[src/rtl/timer_pkg.sv]
// timer_pkg: shared definitions for the timer_ctrl block.
//   CNT_W_DEF      default width of the period register and count
//   timer_state_e  FSM state encoding (IDLE, RUN, PAUSED, DONE)
//   is_armable()   true in the states where a fresh run may be armed
package timer_pkg;

    localparam int unsigned CNT_W_DEF = 32;

    typedef enum logic [1:0] {
        StIdle   = 2'd0,
        StRun    = 2'd1,
        StPaused = 2'd2,
        StDone   = 2'd3
    } timer_state_e;

    // Period writes and fresh starts are only honoured while no run is in flight.
    function automatic logic is_armable(timer_state_e s);
        return (s == StIdle) || (s == StDone);
    endfunction

endpackage

[src/rtl/timer_ctrl_if.sv]
// timer_ctrl_if: control/status bundle of timer_ctrl.
//   i_start, i_stop, i_clear  run-control pulses
//   i_mode                    0 = one-shot, 1 = periodic
//   i_period_wr, i_period     period register write
//   i_irq_ack                 clears o_irq
//   o_count                   current count
//   o_enable, o_busy          RUN / (RUN or PAUSED) status
//   o_irq, o_overrun          sticky event flags
// Signal names are from the timer's point of view; the slave modport is the timer.
interface timer_ctrl_if
    import timer_pkg::*;
#(
    parameter int unsigned CNT_W = CNT_W_DEF
) ();

    logic             i_start;
    logic             i_stop;
    logic             i_clear;
    logic             i_mode;
    logic             i_period_wr;
    logic [CNT_W-1:0] i_period;
    logic             i_irq_ack;
    logic [CNT_W-1:0] o_count;
    logic             o_enable;
    logic             o_busy;
    logic             o_irq;
    logic             o_overrun;

    modport master (
        output i_start, i_stop, i_clear, i_mode, i_period_wr, i_period, i_irq_ack,
        input  o_count, o_enable, o_busy, o_irq, o_overrun
    );

    modport slave (
        input  i_start, i_stop, i_clear, i_mode, i_period_wr, i_period, i_irq_ack,
        output o_count, o_enable, o_busy, o_irq, o_overrun
    );

endinterface

[src/rtl/counter_clr.sv]
// counter_clr: CNT_W up-counter with enable and synchronous clear.
//   i_clk    clock, rising edge
//   i_rstn   asynchronous active-low reset
//   i_en     increment this cycle
//   i_clr    zero the count on the next edge (wins over i_en)
//   o_count  registered count
module counter_clr
    import timer_pkg::*;
#(
    parameter int unsigned CNT_W = CNT_W_DEF
) (
    input  logic             i_clk,
    input  logic             i_rstn,
    input  logic             i_en,
    input  logic             i_clr,
    output logic [CNT_W-1:0] o_count
);

    logic [CNT_W-1:0] r_count;

    always_ff @(posedge i_clk or negedge i_rstn) begin
        if (!i_rstn) begin
            r_count <= '0;
        end else if (i_clr) begin
            r_count <= '0;
        end else if (i_en) begin
            r_count <= r_count + CNT_W'(1);
        end
    end

    assign o_count = r_count;

endmodule

[src/rtl/timer_ctrl.sv]
// timer_ctrl: one-shot / periodic timer with pause, abort and sticky interrupt.
//   i_clk   clock, rising edge
//   i_rstn  asynchronous active-low reset
//   bus     timer_ctrl_if.slave: start/stop/clear/mode, period write, irq ack in;
//           count, enable, busy, irq, overrun out (all registered)
module timer_ctrl
    import timer_pkg::*;
#(
    parameter int unsigned CNT_W = CNT_W_DEF
) (
    input  logic         i_clk,
    input  logic         i_rstn,
    timer_ctrl_if.slave  bus
);

    timer_state_e     r_state;
    timer_state_e     w_state_d;
    logic [CNT_W-1:0] r_period;
    logic             r_mode;
    logic             r_enable;
    logic             r_busy;
    logic             r_irq;
    logic             r_overrun;

    logic [CNT_W-1:0] w_count;
    logic             w_terminal;
    logic             w_event;
    logic             w_adv;
    logic             w_cnt_clr;
    logic             w_mode_ld;
    logic             w_irq_d;
    logic             w_overrun_d;

    // The count never exceeds P-1, so equality with P-1 marks the terminal cycle.
    assign w_terminal = (r_state == StRun) && (w_count == (r_period - CNT_W'(1)));

    // Priority: clear, stop, start, terminal advance.
    always_comb begin
        w_state_d = r_state;
        w_adv     = 1'b0;
        w_cnt_clr = 1'b0;
        w_mode_ld = 1'b0;
        w_event   = 1'b0;
        if (bus.i_clear) begin
            w_state_d = StIdle;
            w_cnt_clr = 1'b1;
        end else begin
            case (r_state)
                StRun: begin
                    if (bus.i_stop) begin
                        w_state_d = StPaused;
                    end else if (w_terminal) begin
                        w_event = 1'b1;
                        if (r_mode) begin
                            w_cnt_clr = 1'b1;
                        end else begin
                            // One-shot holds the count at P-1.
                            w_state_d = StDone;
                        end
                    end else begin
                        w_adv = 1'b1;
                    end
                end
                StPaused: begin
                    if (bus.i_start) begin
                        w_state_d = StRun;
                    end
                end
                StIdle, StDone: begin
                    if (bus.i_start && (r_period != '0)) begin
                        w_state_d = StRun;
                        w_cnt_clr = 1'b1;
                        w_mode_ld = 1'b1;
                    end
                end
                default: begin
                    w_state_d = StIdle;
                    w_cnt_clr = 1'b1;
                end
            endcase
        end
    end

    // An ack coinciding with an event loses to the event; overrun needs an
    // unacknowledged pending irq.
    always_comb begin
        w_irq_d     = r_irq;
        w_overrun_d = r_overrun;
        if (bus.i_clear) begin
            w_irq_d     = 1'b0;
            w_overrun_d = 1'b0;
        end else if (w_event) begin
            w_irq_d = 1'b1;
            if (r_irq && !bus.i_irq_ack) begin
                w_overrun_d = 1'b1;
            end
        end else if (bus.i_irq_ack) begin
            w_irq_d = 1'b0;
        end
    end

    always_ff @(posedge i_clk or negedge i_rstn) begin
        if (!i_rstn) begin
            r_state   <= StIdle;
            r_period  <= '0;
            r_mode    <= 1'b0;
            r_enable  <= 1'b0;
            r_busy    <= 1'b0;
            r_irq     <= 1'b0;
            r_overrun <= 1'b0;
        end else begin
            r_state   <= w_state_d;
            r_enable  <= (w_state_d == StRun);
            r_busy    <= (w_state_d == StRun) || (w_state_d == StPaused);
            r_irq     <= w_irq_d;
            r_overrun <= w_overrun_d;
            if (is_armable(r_state) && bus.i_period_wr) begin
                r_period <= bus.i_period;
            end
            if (w_mode_ld) begin
                r_mode <= bus.i_mode;
            end
        end
    end

    counter_clr #(
        .CNT_W (CNT_W)
    ) u_counter (
        .i_clk   (i_clk),
        .i_rstn  (i_rstn),
        .i_en    (r_enable & w_adv),
        .i_clr   (w_cnt_clr),
        .o_count (w_count)
    );

    assign bus.o_count   = w_count;
    assign bus.o_enable  = r_enable;
    assign bus.o_busy    = r_busy;
    assign bus.o_irq     = r_irq;
    assign bus.o_overrun = r_overrun;

endmodule

[src/flat_wrapper.sv]
// flat-port wrapper written by rule: the top's interface ports become plain ports
module timer_ctrl_flat import timer_pkg::*;
#(
    parameter int unsigned CNT_W = CNT_W_DEF
)
  (i_clk, i_rstn, bus_i_start, bus_i_stop, bus_i_clear, bus_i_mode, bus_i_period_wr, bus_i_period, bus_i_irq_ack, bus_o_count, bus_o_enable, bus_o_busy, bus_o_irq, bus_o_overrun);
  timer_ctrl_if #(.CNT_W(CNT_W)) bus_i ();
  input  logic i_clk;
  input  logic i_rstn;
  input wire logic [$bits(bus_i.i_start)-1:0] bus_i_start;
  input wire logic [$bits(bus_i.i_stop)-1:0] bus_i_stop;
  input wire logic [$bits(bus_i.i_clear)-1:0] bus_i_clear;
  input wire logic [$bits(bus_i.i_mode)-1:0] bus_i_mode;
  input wire logic [$bits(bus_i.i_period_wr)-1:0] bus_i_period_wr;
  input wire logic [$bits(bus_i.i_period)-1:0] bus_i_period;
  input wire logic [$bits(bus_i.i_irq_ack)-1:0] bus_i_irq_ack;
  output wire logic [$bits(bus_i.o_count)-1:0] bus_o_count;
  output wire logic [$bits(bus_i.o_enable)-1:0] bus_o_enable;
  output wire logic [$bits(bus_i.o_busy)-1:0] bus_o_busy;
  output wire logic [$bits(bus_i.o_irq)-1:0] bus_o_irq;
  output wire logic [$bits(bus_i.o_overrun)-1:0] bus_o_overrun;
  assign bus_i.i_start = bus_i_start;
  assign bus_i.i_stop = bus_i_stop;
  assign bus_i.i_clear = bus_i_clear;
  assign bus_i.i_mode = bus_i_mode;
  assign bus_i.i_period_wr = bus_i_period_wr;
  assign bus_i.i_period = bus_i_period;
  assign bus_i.i_irq_ack = bus_i_irq_ack;
  assign bus_o_count = bus_i.o_count;
  assign bus_o_enable = bus_i.o_enable;
  assign bus_o_busy = bus_i.o_busy;
  assign bus_o_irq = bus_i.o_irq;
  assign bus_o_overrun = bus_i.o_overrun;
  timer_ctrl #(.CNT_W(CNT_W)) u_core (.i_clk(i_clk), .i_rstn(i_rstn), .bus(bus_i));
endmodule
[config.mk]
export PLATFORM = sky130hd
export DESIGN_NAME = timer_ctrl_flat
export DESIGN_NICKNAME = d
export VERILOG_FILES = /design/src/rtl/timer_pkg.sv /design/src/rtl/timer_ctrl_if.sv /design/src/rtl/counter_clr.sv /design/src/rtl/timer_ctrl.sv /design/src/flat_wrapper.sv
export SDC_FILE = /design/constraint.sdc
export NUM_CORES = 1
export LEC_CHECK = 0
export BUFFER_PORTS_ARGS = -buffer_cell sky130_fd_sc_hd__buf_2
export CAP_MARGIN = 40
export CORE_MARGIN = 2
export CORE_UTILIZATION = 50
export CTS_CLUSTER_DIAMETER = 50
export DETAILED_ROUTE_END_ITERATION = 12
export PLACE_DENSITY = 0.78
export SLEW_MARGIN = 20
export SYNTH_ARGS = -nofsm -noshare
export SYNTH_HDL_FRONTEND = slang
export SYNTH_HIERARCHICAL = 1
export SYNTH_SLANG_ARGS = --single-unit
[constraint.sdc]
create_clock -name i_clk -period 5.1 [get_ports i_clk]
set_input_delay 0.765 -clock i_clk [delete_from_list [all_inputs] [get_ports i_clk]]
set_output_delay 0.765 -clock i_clk [all_outputs]
set_load 0.01 [all_outputs]
# ---- Word-level counts from Yosys, hierarchy flattened
# Index checks and enable logic that the tools add are counted.
dict set report word_totals {
  register_bits 71
  out_inout_bits 36
}
dict set report classes {
  n_addsub 2
  eq_ne 6
  n_mux 31
  bitwise_logic 1
  reduce_logical 15
}
# operator count
set ops {}
lappend ops {{$mux 32} 2}
lappend ops {{$add 32x1->32 const B} 1}
lappend ops {{$eq 32x32->1} 1}
lappend ops {{$reduce_bool 32->1} 1}
lappend ops {{$sub 32x1->32 const B} 1}
lappend ops {{$mux 1} 21}
lappend ops {{$mux 2} 6}
lappend ops {{$eq 2x2->1 const B} 3}
lappend ops {{$pmux 2 s3} 1}
lappend ops {{$reduce_bool 2->1} 3}
lappend ops {{$eq 2x1->1 const B} 2}
lappend ops {{$logic_and 1x1->1} 4}
lappend ops {{$reduce_bool 3->1} 1}
lappend ops {{$logic_not 2->1} 1}
lappend ops {{$logic_or 1x1->1} 2}
lappend ops {{$pmux 1 s2} 1}
lappend ops {{$reduce_and 2->1} 1}
lappend ops {{$reduce_or 2->1} 1}
lappend ops {{$and 1x1->1} 1}
lappend ops {{$logic_not 1->1} 1}

# ---- Logic depth before layout (Yosys ltp)
# Gate-level depths: netlist (run 1).
dict set report depth {
  ltp_word 10
  mapped_depth 19
  depth_no_buf 14
}

# ---- Modules after synthesis
# Netlist (run 1), hierarchy kept.
# module instances cells_per_inst area_each_um2 seq_area_each_um2
set by_module_without_submodules {}
lappend by_module_without_submodules {timer_ctrl 1 291 2816.5 975.9}
lappend by_module_without_submodules {counter_clr 1 176 1680.4 800.8}

# ---- Worst setup path before layout (run 1)
# Ideal clock, no wire load.
dict set report synth_timing {
  path_type {register to register}
  startpoint {register u_core.r_period[9]}
  endpoint {register u_core.u_counter.r_count[27], in the netlist u_core/u_counter/o_count[27]}
  arrival_ns 4.375
  required_time_ns 5.022
  slack_ns 0.648
  path_stages_with_launch 16
  cell_sequence {dfrtp_1 -> buf_6 -> or4_4 -> nor4_4 -> and3_2 -> mux2i_1 -> a21oi_1 -> or4_4 -> nor4_4 -> a211o_2 -> buf_4 -> o2111ai_4 -> or3_1 -> clkbuf_2 -> or4_1 -> a21oi_1}
}
dict set report synth_between {
  word_cells_on_any_way 17
}
# element line
set synth_lines {}
lappend synth_lines {{start, declared} timer_ctrl.sv:18} ;# logic [CNT_W-1:0] r_period;
lappend synth_lines {{start signal, assigned} timer_ctrl.sv:118} ;# r_period <= bus.i_period;
lappend synth_lines {{$sub 32x1->32} timer_ctrl.sv:35} ;# assign w_terminal = (r_state == StRun) && (w_count == (r_period - CNT_W'(1)));
lappend synth_lines {{$eq 32x32->1} timer_ctrl.sv:35}
lappend synth_lines {{$logic_and 1x1->1} timer_ctrl.sv:35}
lappend synth_lines {{$mux 1} timer_ctrl.sv:52} ;# end else if (w_terminal) begin
lappend synth_lines {{$mux 1} timer_ctrl.sv:50} ;# if (bus.i_stop) begin
lappend synth_lines {{$pmux 1 s2 *} timer_ctrl.sv:48} ;# case (r_state)
lappend synth_lines {{$mux 1 *} timer_ctrl.sv:44} ;# if (bus.i_clear) begin
lappend synth_lines {{named net u_core.w_cnt_clr} timer_ctrl.sv:29} ;# logic w_cnt_clr;
lappend synth_lines {{$mux 32 / $reduce_bool 2->1 (equally long branches)} -}
lappend synth_lines {{end signal, assigned} counter_clr.sv:27} ;# r_count <= r_count + CNT_W'(1);
lappend synth_lines {{end, declared} counter_clr.sv:19} ;# logic [CNT_W-1:0] r_count;
# The timed path passes the listed nets; every way through them passes the cells marked *.
# A chain may end at the register's enable or synchronous reset.

# ---- Final worst setup path (run 1)
dict set report layout_timing {
  startpoint {register u_core.r_period[8]}
  endpoint {register u_core.u_counter.r_count[28], in the netlist u_core/u_counter/o_count[28]}
}
# Same word-level chain as after synthesis.

==> summary.txt, run 1 <==
Setup path
  – Required @ worst endpoint: 5.38 ns
  – Critical Path Start: u_core/r_period[8]$_DFFE_PN0P_
  – Critical Path AT: 5.02 ns
  – Max incr delay on CP: 0.61 ns
  – Critical Path Stages: 12
  – Crit Path Max Fanout: 19
  – CP top delay family: simple AND/OR/NAND/NOR gates
  – CP cell instances: or4_4, nor4_4, and3_2, mux2i_1, a21oi_1, or4_4, nor4_4, a211o_2, o211ai_1, or3_1, or4_1, a21oi_1
  – Critical path destination: u_core/u_counter/o_count[28]$_DFFE_PN0P_
  – Worst R2R Start: u_core/r_period[8]$_DFFE_PN0P_
  – FF-to-FF path depth: 12
  – Worst setup EP type: flop
  – WP buf/inv: 0
  – CP startpoint kind: flop
  – Slowest-stage cell, CP: or3_1
  – Worst R2R Setup Slack: roughly 0.36 ns
  – Crit Path Category: flop to flop
  – Critical R2R Capture: u_core/u_counter/o_count[28]$_DFFE_PN0P_

Yosys
  – Cell Area, Synth: ~4500 um^2
  – Cell variety after synth: 62
  – Share of synthesized registers carrying an async set or reset: 100%
  – Ranking of synthesized cells by area: dfrtp_1 (40%), mux2_2 (8.3%), xnor2_1 (5.6%), xor2_1 (3.9%), a21oi_1 (3.3%)
  – Number of flops mapped to enable cells by yosys: 0
  – Post-synth top cells: dfrtp_1 (71), nor2_1 (35), mux2_2 (33)
  – Sequential area share after synthesis: 39.5%
  – Dominant cell type by area after synthesis: dfrtp_1
  – Synth Register Bits: 71
  – Post-synth top area share: 39.5%
  – Cell with the most instances after synthesis: dfrtp_1
  – Syn nets: a little over 500
  – Post-Synthesis Cells: 467
  – Ys flop type: dfrtp_1
  – Syn_area_per_cell: 9.63 um^2
  – Yosys warning total: 6

Finish
  – Antenna diode count: 0
  – FF+latch area: 1780 um^2
  – Area of the multi-input gates: between 2000 and 3000 um^2
  – Layout cells sized above 1: 26.9%
  – Final nets: 587
  – Layout area overhead: 17.4%
  – Final instance area: ~5300 um^2
  – Fillers: 741

Timing
  – F_max: 0.211 GHz
  – RSZ-0062 raised after global routing: false
  – Final Hold Vio Count: 0
  – Fin crit period: 4.74 ns
  – Final period util: 92.9%
  – Count of final setup violators: 0
  – Total Neg Setup Slack: 0 ns
  – Least-Margin Pin Slew: 0.752 ns
  – Slew margin rel.: 49.4%
  – Setup Skew: a little under 0.01 ns
  – Final Max Slew Viols: 0

Drt
  – Initial DRC Count: around 260
  – Antenna violation net count after detailed routing: 0
  – # DRC: 0
  – Vias/cell: 5.97
  – Via count: 3,908
  – Per-cell routed wire length: 16.7 um
  – Drt total wl: 10,900 um
  – DR pass1 iterations: 5

Global route
  – First-pass GRT wire length: 18,700 um
  – Largest net degree at the start of global routing: 38
  – Remaining global-route overflow: 0
  – Initial antenna violation count: 0
  – Number of global-route vias before repair: 3,920
  – GRT Util Overall: 23.6%

Placed design
  – Placed cell areas: 4980 um^2
  – RD Place Congestion: 0.825
  – HPWL Detailed: 8180 um
  – IO buf count: 75

Clocking
  – Root buffer cell: clkbuf_8
  – Post-CTS Setup Inserts: 0
  – Clock Latency Late Sink: 0.35 ns
  – Hold buffer count at CTS: 0
  – TritonCTS clock tree: yes
  – Worst-path clk slew: 0.08 ns
  – CTS sink cnt: 71
  – Max Root-Sink Buffers: 2
  – Total CTS buffers: 9
  – Htree depth: 3

Floorplanning
  – Core Region: just under 9000 um^2
  – Die X: 98.8 um
  – Die ar.: roughly 9800 um^2
  – Die height: 98.8 um
  – Initial core utilization: 51.6%
  – Placement Rows: 34
  – IO Pins: 76

Power and ir drop
  – Leak: between 0.002 and 0.0025 uW
  – Pwr Total: ~2400 uW
  – Peak supply drop: 250 uV
  – Pwr per Cell Area: 453 nW/um^2

Hold path
  – Hold Path Class: input port to asynchronous set/reset pin

Job
  – Maxcap violations: 0

Run status
  – Outcome: complete, no violations
[flip-flops by register name, summed over array words and instances, names as in the netlist]
signal / flops
u_core/bus.o_busy: 1
u_core/r_period: 32
u_core/r_mode: 1
u_core/u_counter/o_count: 32
u_core/r_state: 2
u_core/bus.o_irq: 1
u_core/bus.o_overrun: 1
u_core/bus.o_enable: 1
[power by group]
| part | internal [uW] | switching [uW] | total, uW | leakage [uW] |
|---|---|---|---|---|
| Sequential | 708 | 235 | 943 | 0.000912 |
| Clock | 426 | 222 | 648 | 0.000144 |
| Combinational | 396 | 405 | 802 | 0.00113 |
[cell type report]
type	count	area share (%)
multi-input combinational	362	48.7
sequential	71	33.6
timing repair buffer	84	8.62
clock inverter	7	3.17
tap	108	2.56
clock buffer	9	2.35
inverter	14	0.995
[cell families (layout without fill, tap and decap cells)]
group                    count (synthesis)  count (layout)  share of synthesized area (%)
buffers and inverters                   34             114                           3.45
AO/OA/AOI/OAI                           85              85                           12.6
XOR/XNOR                                49              49                           9.54
multiplexers                            39              39                           9.60
adder cells (fa/ha/maj)                  5               5                           1.39
flip-flops                              71              71                           39.5
AND/OR/NAND/NOR                        184             184                           23.9
[cell usage in the layout (no fill, tap or decap), types with 3 or more instances in the layout]
cell	n
nor3b_1	5
mux2_2	33
and3_1	3
or4_4	3
nor4_1	10
buf_2	75
and4_1	4
xnor2_1	29
o31ai_1	14
nand3b_1	3
nand2_1	28
nand3_1	17
xor2_1	20
mux2i_1	6
a21oi_1	30
or3_1	13
nor2_1	35
o21ai_0	14
nand4_1	11
buf_4	8
inv_1	14
or4_1	14
bufinv_16	5
dfrtp_1	71
nor3_1	20
a211oi_1	3
clkbuf_8	9
ha_1	5
[how the worst min path moves through the flow]
| stage | endpoint | slack, ns | depth (start not counted) |
|---|---|---|---|
| after CTS | u_core/r_period[20]$_DFFE_PN0P_ | 0.46 | 2 |
| after global placement | u_core/bus.o_overrun$_DFFE_PN0P_ | 0.49 | 1 |
| after floorplan | u_core/bus.o_busy$_DFF_PN0_ | 0.47 | 0 |
| final | u_core/u_counter/o_count[16]$_DFFE_PN0P_ | 0.46 | 2 |
| after global routing | u_core/u_counter/o_count[12]$_DFFE_PN0P_ | 0.49 | 2 |
| after detailed placement | u_core/bus.o_overrun$_DFFE_PN0P_ | 0.48 | 1 |
[stage by stage]
stage | setup slack (ns) | hold slack, ns | utilization (%) | instances
floorplan | 0.648 | 0.469 | - | 467
global placement | 0.527 | 0.486 | 56.9 | 638
detailed placement | 0.376 | 0.479 | 57.2 | 639
CTS | 0.343 | 0.463 | 60.5 | 655
global route | 0.0483 | 0.491 | 60.6 | 655
finish | 0.363 | 0.460 | 60.6 | 655
[per-layer routing]
layer  part of all wire [%]  global-route usage, %
met5                      0                      0
met4                    1.4                   7.06
met3                    6.0                   5.82
met2                     48                   37.9
met1                     45                   31.8
[what timing repair did]
item                                    CTS  global route
resized for setup                         0             1
endpoints found under the setup margin    0             1
endpoints found under the hold margin     0             0
Note: power is estimated with default switching activity, not from simulation.
==> run 2, diff against run 1 <==
CORE_UTILIZATION = 30   (was 50)
PLACE_DENSITY = 0.45   (was 0.78)
==> summary.txt, run 2 (synthesis results as in run 1) <==
Placed design
  – HPWL Detailed: 9450 um (+16%)
  – IO buf count: 75 (unchanged)
  – Placed cell areas: 5100 um^2 (+2.4%)
  – Placed cell count: 718 (+12%)
  – RD Place Congestion: 0.822 (-0.38%)

Power and ir drop
  – Peak supply drop: 211 uV (-16%)
  – Pwr per Cell Area: 450 nW/um^2 (-0.77%)
  – Leak: 0.00222 uW (+1.5%)
  – Pwr Total: 2440 uW (+2.2%)

Clocking
  – Max Root-Sink Buffers: 2 (unchanged)
  – Clock Latency Late Sink: 0.34 ns (about the same)
  – Htree depth: 3 (unchanged)
  – Worst-path clk slew: 0.06 ns (-0.02 ns)
  – CTS sink cnt: 71 (unchanged)
  – TritonCTS clock tree: yes
  – Total CTS buffers: 9 (unchanged)
  – Post-CTS Setup Inserts: 0 (unchanged)
  – Root buffer cell: clkbuf_16

Finish
  – Final Util: 37.3% (-23 points)
  – Antenna diode count: 0 (unchanged)
  – Commonest non-fill, non-tap cell in the layout: buf_2
  – Layout Cells excl Fill: 734 (+12%)
  – Layout area overhead: 20.9%
  – Layout cells sized above 1: 27.1% (+0.22 points)
  – Final nets: 590 (+0.51%)
  – Final instance area: 5440 um^2 (+3.0%)
  – Most frequent cells in the layout: buf_2 (75), dfrtp_1 (71), nor2_1 (35), mux2_2 (33), a21oi_1 (30)
  – Fillers: 1,476 (+99%)

Setup path
  – Crit Path Category: flop to flop
  – Critical Path AT: 4.94 ns (-0.08 ns)
  – Worst setup EP type: flop
  – Required @ worst endpoint: 5.36 ns (-0.02 ns)
  – Crit Path Max Fanout: 17 (-2)
  – CP startpoint kind: flop
  – Worst R2R Setup Slack: 0.41 ns (+0.05 ns)

Drt
  – Initial DRC Count: 169 (-36%)
  – Drt total wl: 12,400 um (+13%)
  – Via count: 3,877 (-0.79%)
  – # DRC: 0 (unchanged)
  – Vias/cell: 5.28 (-11%)
  – Antenna violation net count after detailed routing: 0 (unchanged)
  – Per-cell routed wire length: 16.9 um (+1.1%)
  – DR pass1 iterations: 4 (-1)

Floorplanning
  – Die height: 126 um (+28%)
  – Core Region: 14,600 um^2 (+67%)
  – Initial core utilization: 30.8% (-21 points)
  – Die X: 126 um (+28%)
  – Die ar.: 16,000 um^2 (+64%)
  – IO Pins: 76 (unchanged)
  – Placement Rows: 44 (+29%)

Timing
  – Setup Skew: 0.0112 ns (+0.00134 ns)
  – Total Neg Setup Slack: 0 ns (unchanged)
  – Fin crit period: 4.69 ns (-0.0489 ns)
  – Final period util: 91.9% (-0.96 points)
  – Slew margin rel.: 53.1% (+3.7 points)
  – Final Max Slew Viols: 0 (unchanged)
  – RSZ-0062 raised after global routing: false
  – Count of final setup violators: 0 (unchanged)
  – Final Hold Vio Count: 0 (unchanged)
  – Least-Margin Pin Slew: 0.697 ns (-0.0553 ns)
  – F_max: 0.213 GHz (+1.0%)

Global route
  – Number of global-route vias before repair: 3,817 (-2.6%)
  – First-pass GRT wire length: 20,400 um (+9.2%)
  – GRT Util Overall: 16.1% (-7.5 points)
  – Initial antenna violation count: 0 (unchanged)
  – Remaining global-route overflow: 0 (unchanged)
  – Largest net degree at the start of global routing: 38 (unchanged)

Run status
  – Outcome: complete, no violations

Job
  – Maxcap violations: 0 (unchanged)

Hold path
  – Hold Path Class: input port to asynchronous set/reset pin
[run 2: cell count changes in the layout (fill, tap and decap cells not counted), moves of 2 or more]
cell / change
bufinv_16: -3
buf_4: +3
clkbuf_1: +2
clkbuf_8: -7
clkbuf_16: +9
[run 2: repair_timing]
item	4_1_cts	5_1_grt
endpoints found under the setup margin	0	11
gates resized for setup	0	2
hold buffers	0	0
[run 2: final cells by class]
cell class	instances	area (um^2)	share of cell area, %
tap	184	230	4.23
clock inverter	3	65.1	1.20
multi-input combinational	362	2570	47.4
sequential	71	1780	32.7
timing repair buffer	87	478	8.79
inverter	14	52.6	0.966
clock buffer	13	260	4.79
[run 2: worst paths after layout]
check | startpoint | end | cells past startpoint
worst max-delay path | u_core/r_period[0]$_DFFE_PN0P_ | u_core/u_counter/o_count[29]$_DFFE_PN0P_ | 14
worst min-delay path | i_rstn | u_core/u_counter/o_count[14]$_DFFE_PN0P_ | 1
worst max register to register | u_core/r_period[0]$_DFFE_PN0P_ | u_core/u_counter/o_count[29]$_DFFE_PN0P_ | 14
worst min register to register | u_core/bus.o_overrun$_DFFE_PN0P_ | u_core/bus.o_overrun$_DFFE_PN0P_ | 1
max in group asynchronous | i_rstn | u_core/r_state[1]$_DFF_PN0_ | 2
min in group i_clk | u_core/bus.o_overrun$_DFFE_PN0P_ | u_core/bus.o_overrun$_DFFE_PN0P_ | 1
[run 2: critical path: stages (launching register included)]
cell,delay [ns]
dfrtp_1,0.46
inv_1,0.09
ha_1,0.26
nor3b_1,0.26
xnor2_1,0.12
a211o_1,0.22
or4b_1,0.46
a2111oi_0,0.41
nand4_1,0.21
nor4_4,0.43
a211o_2,0.28
o2111ai_4,0.15
or3_4,0.53
or4_1,0.54
a21oi_1,0.17
[run 2: where the power goes]
group / switching, uW / total [uW] / leakage (uW) / internal, uW
logic: 402 / 802 / 0.00114 / 400
clock network: 230 / 684 / 0.000160 / 454
registers: 249 / 959 / 0.000912 / 709
[run 2: routing by layer]
| layer | part of all wire [%] | vias to the layer above | GRT usage [%] |
|---|---|---|---|
| met3 | 3.7 | 13 | 3.46 |
| met2 | 47 | 78 | 26.0 |
| met1 | 48 | 1883 | 21.3 |
| li1 | - | 1903 | - |
| met5 | 0 | - | 0 |
| met4 | 1.9 | 0 | 6.08 |
[run 2: stage by stage]
step	worst slack [ns]	hold slack (ns)
after global routing	0.124	0.271
after global placement	0.424	0.509
after CTS	0.225	0.272
after detailed placement	0.253	0.487
after floorplan	0.648	0.469
final	0.412	0.271
